`src/rtl/fetch_pkg.sv`:
```
// Types shared across the fetch/decode boundary: the fetch packet and its default width.
package fetch_pkg;

  localparam int XLEN_DEFAULT = 32;

  typedef struct packed {
    logic [XLEN_DEFAULT-1:0] instr;
    logic [XLEN_DEFAULT-1:0] pc;
    logic [XLEN_DEFAULT-1:0] pc_4;
  } fetch_packet_t;

endpackage

```
`src/rtl/instr_queue.sv`:
```
// Fetch-to-decode decoupling queue with single-cycle flush.
// Define INSTR_QUEUE_BYPASS_EN to let an empty queue forward the incoming packet combinationally.
module instr_queue
  import fetch_pkg::*;
#(
  parameter int DEPTH = 4,
  parameter int XLEN  = XLEN_DEFAULT
) (
  input  logic                       clk,
  input  logic                       reset,
  input  logic [XLEN-1:0]            instr_in,
  input  logic [XLEN-1:0]            pc_in,
  input  logic [XLEN-1:0]            pc_4_in,
  input  logic                       valid_in,
  output logic                       ready_out,
  output logic [XLEN-1:0]            instr_out,
  output logic [XLEN-1:0]            pc_out,
  output logic [XLEN-1:0]            pc_4_out,
  output logic                       valid_out,
  input  logic                       ready_in,
  input  logic                       flush,
  output logic [$clog2(DEPTH):0]     count
);

  localparam int PTR_W = $clog2(DEPTH);
  localparam int CNT_W = PTR_W + 1;

  fetch_packet_t      mem_q [DEPTH];
  logic [PTR_W-1:0]   wptr_q, wptr_d;
  logic [PTR_W-1:0]   rptr_q, rptr_d;
  logic [CNT_W-1:0]   count_q, count_d;

  fetch_packet_t      pkt_in;
  fetch_packet_t      head;
  logic               bypass;
  logic               push;
  logic               pop;

  assign head      = mem_q[rptr_q];
  assign count     = count_q;
  assign ready_out = (count_q != CNT_W'(DEPTH));

  always_comb begin
    pkt_in = '{instr: instr_in, pc: pc_in, pc_4: pc_4_in};
    bypass = 1'b0;
`ifdef INSTR_QUEUE_BYPASS_EN
    bypass = (count_q == '0) && valid_in && !flush;
`endif
    // A bypassed packet that decode takes right away never touches storage.
    push      = valid_in && ready_out && !flush && !(bypass && ready_in);
    pop       = (count_q != '0) && ready_in && !flush;
    valid_out = !flush && ((count_q != '0) || bypass);
    if (bypass) begin
      instr_out = pkt_in.instr;
      pc_out    = pkt_in.pc;
      pc_4_out  = pkt_in.pc_4;
    end else begin
      instr_out = head.instr;
      pc_out    = head.pc;
      pc_4_out  = head.pc_4;
    end
  end

  always_comb begin
    wptr_d  = wptr_q;
    rptr_d  = rptr_q;
    count_d = count_q;
    if (flush) begin
      wptr_d  = '0;
      rptr_d  = '0;
      count_d = '0;
    end else begin
      if (push) wptr_d = wptr_q + PTR_W'(1);
      if (pop)  rptr_d = rptr_q + PTR_W'(1);
      if (push && !pop)      count_d = count_q + CNT_W'(1);
      else if (pop && !push) count_d = count_q - CNT_W'(1);
    end
  end

  always_ff @(posedge clk or negedge reset) begin
    if (!reset) begin
      wptr_q  <= '0;
      rptr_q  <= '0;
      count_q <= '0;
    end else begin
      wptr_q  <= wptr_d;
      rptr_q  <= rptr_d;
      count_q <= count_d;
    end
  end

  // Storage is reset so the head fields never show X to decode.
  always_ff @(posedge clk or negedge reset) begin
    if (!reset) begin
      for (int i = 0; i < DEPTH; i++) mem_q[i] <= '0;
    end else if (push) begin
      mem_q[wptr_q] <= pkt_in;
    end
  end

endmodule

```
`config.mk`:
```
export PLATFORM = sky130hd
export DESIGN_NAME = instr_queue
export DESIGN_NICKNAME = d
export VERILOG_FILES = /design/src/rtl/fetch_pkg.sv /design/src/rtl/instr_queue.sv
export SDC_FILE = /design/constraint.sdc
export NUM_CORES = 1
export LEC_CHECK = 0
export BUFFER_PORTS_ARGS = -buffer_cell sky130_fd_sc_hd__buf_2
export CAP_MARGIN = 20
export CORE_MARGIN = 8
export CORE_UTILIZATION = 37
export DETAILED_ROUTE_END_ITERATION = 10
export GPL_ROUTABILITY_DRIVEN = 0
export PLACE_DENSITY = 0.6
export SLEW_MARGIN = 20
export SYNTH_ARGS = -nofsm -noshare
export SYNTH_HDL_FRONTEND = slang
export SYNTH_SLANG_ARGS = --single-unit
```
`constraint.sdc`:
```
create_clock -name clk -period 2.3 [get_ports clk]
set_input_delay 0.115 -clock clk [delete_from_list [all_inputs] [get_ports clk]]
set_output_delay 0.115 -clock clk [all_outputs]
set_load 0.01 [all_outputs]
```
== After elaboration in Yosys (flattened, before gate mapping) ==
Index checks and enable logic that the tools add are counted.

* Input bits: 101
* Register bits: 391

* Multiplexer cells: 13
* Eq/ne operators: 1
* Bitwise operators: 2
* Order comparisons: 3
* Reductions and logical operators: 15
* $add $sub $neg: 4

{| class="wikitable"
|+ Operators with widths
! cell !! number
|-
| bitwise mux 384 bit || 1
|-
| two-way mux 96 bit || 3
|-
| binary-select mux 96 bit (select 2 bit) || 1
|-
| demux 96 bit (select 2 bit) || 1
|-
| two-way mux 3 bit || 3
|-
| logical AND 1 bit || 8
|-
| two-way mux 2 bit || 4
|-
| greater-or-equal comparator 3 bit (second input constant) || 2
|-
| inverter 2 -> 3 bit || 2
|-
| nonzero test 3 bit || 2
|-
| adder 2 x 1 -> 2 bit (second input constant) || 2
|-
| nonzero test 2 bit || 2
|-
| adder 3 x 1 -> 3 bit (second input constant) || 1
|-
| zero test 1 bit || 3
|-
| less-than comparator 3 x 1 -> 1 bit (second input constant) || 1
|-
| != test 3 bit (second input constant) || 1
|-
| subtractor 3 x 1 -> 3 bit (second input constant) || 1
|}

== Depth between registers and ports, before layout ==
* Depth after elaboration: 8
* Gate-level depth with buffers: 8
* Depth with buffers taken out: 7

== Worst setup path after synthesis ==
OpenSTA, ideal clock, no wires.

* Path kind: register -> register
* Start point: register count_q[0] (netlist: count[0])
* End point: register count_q[2] (netlist: count[2])
* Data required time: 2234 ps
* Clock period less this slack: 2197 ps
* Cell stages (with the launch flop): 9
* Arrival: 2131 ps
* Buffers on the path: 1
* Slack: 103 ps
* Library setup time: 66 ps
* Path through: dfrtp_1 -> buf_2 -> nor3b_4 -> inv_2 -> and3_1 -> fa_1 -> a21bo_2 -> a311oi_1 -> o311a_1

* Elaborated cells on any way between the ends: 16

{| class="wikitable"
|+ RTL lines
! element !! line !! RTL
|-
| start: declaration || instr_queue.sv:31 || <nowiki>logic [CNT_W-1:0] count_q, count_d;</nowiki>
|-
| start signal: assignment || instr_queue.sv:88 || <nowiki>count_q <= count_d;</nowiki>
|-
| != test 3 bit (*) || instr_queue.sv:41 || <nowiki>assign ready_out = (count_q != CNT_W'(DEPTH));</nowiki>
|-
| net ready_out || instr_queue.sv:15 || <nowiki>output logic ready_out,</nowiki>
|-
| logical AND 1 bit (*) (2 in a row) || instr_queue.sv:50 || <nowiki>push = valid_in && ready_out && !flush && !(bypass && ready_in);</nowiki>
|-
| logical AND 1 bit or zero test 1 bit (tied branches) || instr_queue.sv:75, instr_queue.sv:76 ||
|-
| two-way mux 3 bit or logical AND 1 bit (tied branches) || instr_queue.sv:75, instr_queue.sv:76 ||
|-
| two-way mux 3 bit or nonzero test 3 bit (tied branches) || n/a ||
|}

The timed path passes the listed nets; every way through them passes the cells marked *. The select of a mux whose other input is x is not followed.
A chain may end at the register's enable or synchronous reset.

== Final worst setup path ==
* Start point: register rptr_q[0]
* End point: output pc_4_out[21]

* Longest elaborated chain between the ends: 4

{| class="wikitable"
|+ Ends and longest elaborated chain
! element !! line !! RTL
|-
| start: declaration || instr_queue.sv:30 || <nowiki>logic [PTR_W-1:0] rptr_q, rptr_d;</nowiki>
|-
| start signal: assignment || instr_queue.sv:87 || <nowiki>rptr_q <= rptr_d;</nowiki>
|-
| inverter 2 -> 3 bit (implied by the code) || instr_queue.sv:39 || <nowiki>assign head = mem_q[rptr_q];</nowiki>
|-
| binary-select mux 96 bit (select 2 bit) || instr_queue.sv:39 ||
|-
| two-way mux 96 bit (implied by the code) (2 in a row) || instr_queue.sv:39 ||
|-
| end: declaration || instr_queue.sv:18 || <nowiki>output logic [XLEN-1:0] pc_4_out,</nowiki>
|}

Every way passes these cells. The select of a mux whose other input is x is not followed.

==> flow_summary_export.csv <==
group,metric,value,unit
global_routing,antenna_found_initial,2,
logic_synthesis,synth.distinct_cells,37,
timing,max_freq,439,MHz
finish,fillers,3972,
clocking,cts_root_buf,"clkbuf_16",
floorplanning,rows,79,
timing,final.min_clock_period,2.28,ns
floorplanning,die_w,232,um
timing,setup_slack,0.0233,ns
global_routing,grt_pass1_vias,11000,
logic_synthesis,syn_nets,1099,
setup_path,crit_slowest_cell,"mux4_2",
clocking,cts_buffer_depth,3,
global_routing,grt_pass1_wl,64000,um
place,io_buffer_count,201,
global_routing,grt_max_degree,63,
logic_synthesis,yosys_warnings,0,
detailed_routing,num_vias,9848,
logic_synthesis,syn_area,0.0173,mm2
setup_path,cp.arrival,2.16,ns
setup_path,path_class,"flip-flop to output port",
setup_path,start_kind,"flip-flop",
logic_synthesis,syn_avg_cell_area,17.4,um2
setup_path,endpoint_kind,"output port",
timing,setup_viol,0,
floorplanning,core_area,0.0463,mm2
timing,timing.slew.headroom,64.8,%
detailed_routing,drt-initial-drc-count,380,
global_routing,grt_overflow_total,0,
pwr,powerDensity,1320,mW/mm2
clocking,cts.sinks,391,
detailed_routing,wire_per_inst,20.4,um
timing,rsz0062_at_grt,"true",
status,outcome,"finished clean",
setup_path,cp_top_family,"buffers and inverters",
place,place_hpwl,25400,um
logic_synthesis,syn_inst,993,
detailed_routing,postRouteAntennaNets,0,
finish,drive_above_1_share,59.9,%
clocking,h-tree-depth,2,
pwr,cellLeakagePower,9.83,nW
floorplanning,start_util,37.3,%
pwr,max-vdd-ir-drop,0.000792,V
timing,period_share,99.0,%
global_routing,grt.total_usage,15.0,%
setup_path,cp.buffers_inverters,3,
place,dp.cells,1776,
job,cap_viol_max_count,0,
setup_path,cp.required,2.18,ns
timing,finalMaxSlewViolations,0,
hold_path,hp-class,"input port to async pin",
timing,fin_skew,0.0211,ns
clocking,clkTransAtPathRegs,0.06,ns
detailed_routing,first_pass_iters,4,
detailed_routing,drc,0,
timing,hold_slack,0.0804,ns
finish,areaGrowthSynthToFinish,26.3,%
detailed_routing,wl,40000,um
floorplanning,die-area,0.0538,mm2
detailed_routing,avgViaCountPerCell,5.01,
logic_synthesis,yosys_register_bits,391,
floorplanning,die_h,232,um
setup_path,slowest_delay,0.51,ns
setup_path,crit_chain,"buf_12, bufbuf_16, mux4_2, buf_2",
finish,layoutNonFillerInstCount,1964,
clocking,cts_tree,"yes",
logic_synthesis,synth_seq_area_share,56.7,%
floorplanning,boundaryPins,202,
clocking,numCtsBuffers,44,
finish,final_nets,1430,
finish,final_common_cell,"dfrtp_1",
setup_path,path_max_fanout,16,
place,place_ws,0.258,ns
timing,final-hold-violation-count,0,
finish,layout_common_cells,"dfrtp_1, mux2_2, buf_2, dlygate4sd3_1, mux4_2",
timing,tightest_slew,0.529,ns
clocking,clkLatencyLatePin,0.56,ns
==> worst reg2reg max path, cell delays in order (launching register included) <==
cell and delay [ns]:
dfrtp_1 0.40, nor3b_4 0.24, inv_2 0.06, and3_1 0.17, fa_1 0.44, a21bo_2 0.24
a311oi_1 0.29, o311a_1 0.20
==> repair_timing <==
| item | CTS | global route |
|---|---|---|
| hold endpoints to repair | 648 | 0 |
| hold buffers | 100 | 0 |
| endpoints found under the setup margin | 88 | 41 |
| gates resized for setup | 7 | 0 |
| cloned | 2 | 1 |
| buffers inserted | 6 | 0 |
==> cells by family after synthesis <==
kind of cell / synth area share, %
multiplexers: 38.6
flip-flops: 56.7
buffers and inverters: 2.75
AND/OR/NAND/NOR: 0.826
AO/OA/AOI/OAI: 0.602
adder cells (fa/ha/maj): 0.406
XOR/XNOR: 0.101
==> synth_stat cells <==
cell type	number	share of area (%)
dfrtp_1	391	57
mux2_2	345	23
mux4_2	96	13
mux2_4	40	3.5
buf_2	37	1.1
buf_4	13	0.57
clkbuf_1	9	0.20
nor2_1	8	0.17
inv_1	6	0.13
buf_1	4	0.087
buf_12	4	0.46
ha_1	4	0.29
nand3_2	3	0.17
o21ai_0	3	0.087
a21oi_1	2	0.058
buf_6	2	0.13
mux2i_1	2	0.12
nand3_1	2	0.058
nand3b_1	2	0.087
o31ai_1	2	0.087
xor2_1	2	0.10
a211o_1	1	0.051
a21bo_2	1	0.058
a311oi_1	1	0.051
and3_1	1	0.036
and3_4	1	0.065
buf_8	1	0.087
fa_1	1	0.12
inv_2	1	0.022
nor2b_1	1	0.036
nor3_1	1	0.029
nor3b_4	1	0.11
nor4bb_1	1	0.058
o211a_1	1	0.058
o211ai_1	1	0.044
o311a_1	1	0.058
o311ai_0	1	0.051
==> metrics by stage <==
step	instance area, um2	util [%]	total power [mW]	TNS (ns)
after global placement	19200	41.5	21.3	0
after detailed placement	19200	41.5	21.6	0
final	21800	47.1	28.7	0
after CTS	21800	47.1	29.2	-0.848
after global routing	21800	47.1	30.5	-1.61
after floorplan	17300	-	18.0	0
==> routing by layer <==
| metal | wire, um | up-vias | track usage [%] |
|---|---|---|---|
| li1 | - | 4390 | - |
| met1 | 17500 | 5253 | 19.5 |
| met2 | 19800 | 155 | 24.9 |
| met3 | 1930 | 50 | 3.46 |
| met4 | 729 | 0 | 4.11 |
| met5 | 0 | - | 0 |
==> state kept, by name, summed over array words and instances (netlist names) <==
name    flops
wptr_q      2
mem_q     384
count       3
rptr_q      2
==> worst paths after layout <==
kind	cells past startpoint	from	end	slack, ns
setup / recovery	4	rptr_q[0]	pc_4_out[21]	0.02
hold / removal	2	reset	mem_q[42]	0.08
setup reg to reg	7	count[1]	count[2]	0.21
hold reg to reg	1	mem_q[70]	mem_q[70]	0.50
max in group asynchronous	4	reset	mem_q[88]	1.33
min in group clk	3	pc_4_in[23]	mem_q[119]	0.36
==> report_power, final <==
| part | switching [mW] | leakage (nW) | internal (mW) |
|---|---|---|---|
| clock | 2.76 | 0.694 | 4.12 |
| combinational | 4.23 | 4.20 | 6.33 |
| sequential | 1.45 | 4.93 | 9.84 |
| total | 8.44 | 9.83 | 20.3 |
==> cell type report <==
| type | count | area (um2) | area share, % |
|---|---|---|---|
| sequential | 391 | 9790 | 44.9 |
| multi-input combinational | 525 | 7020 | 32.2 |
| timing repair buffer | 355 | 2780 | 12.7 |
| clock buffer | 62 | 1250 | 5.73 |
| tap | 607 | 759 | 3.48 |
| clock inverter | 15 | 170 | 0.780 |
| inverter | 7 | 26.3 | 0.120 |
| antenna | 2 | 5.00 | 0.0230 |
(Power assumes the default switching activity.)
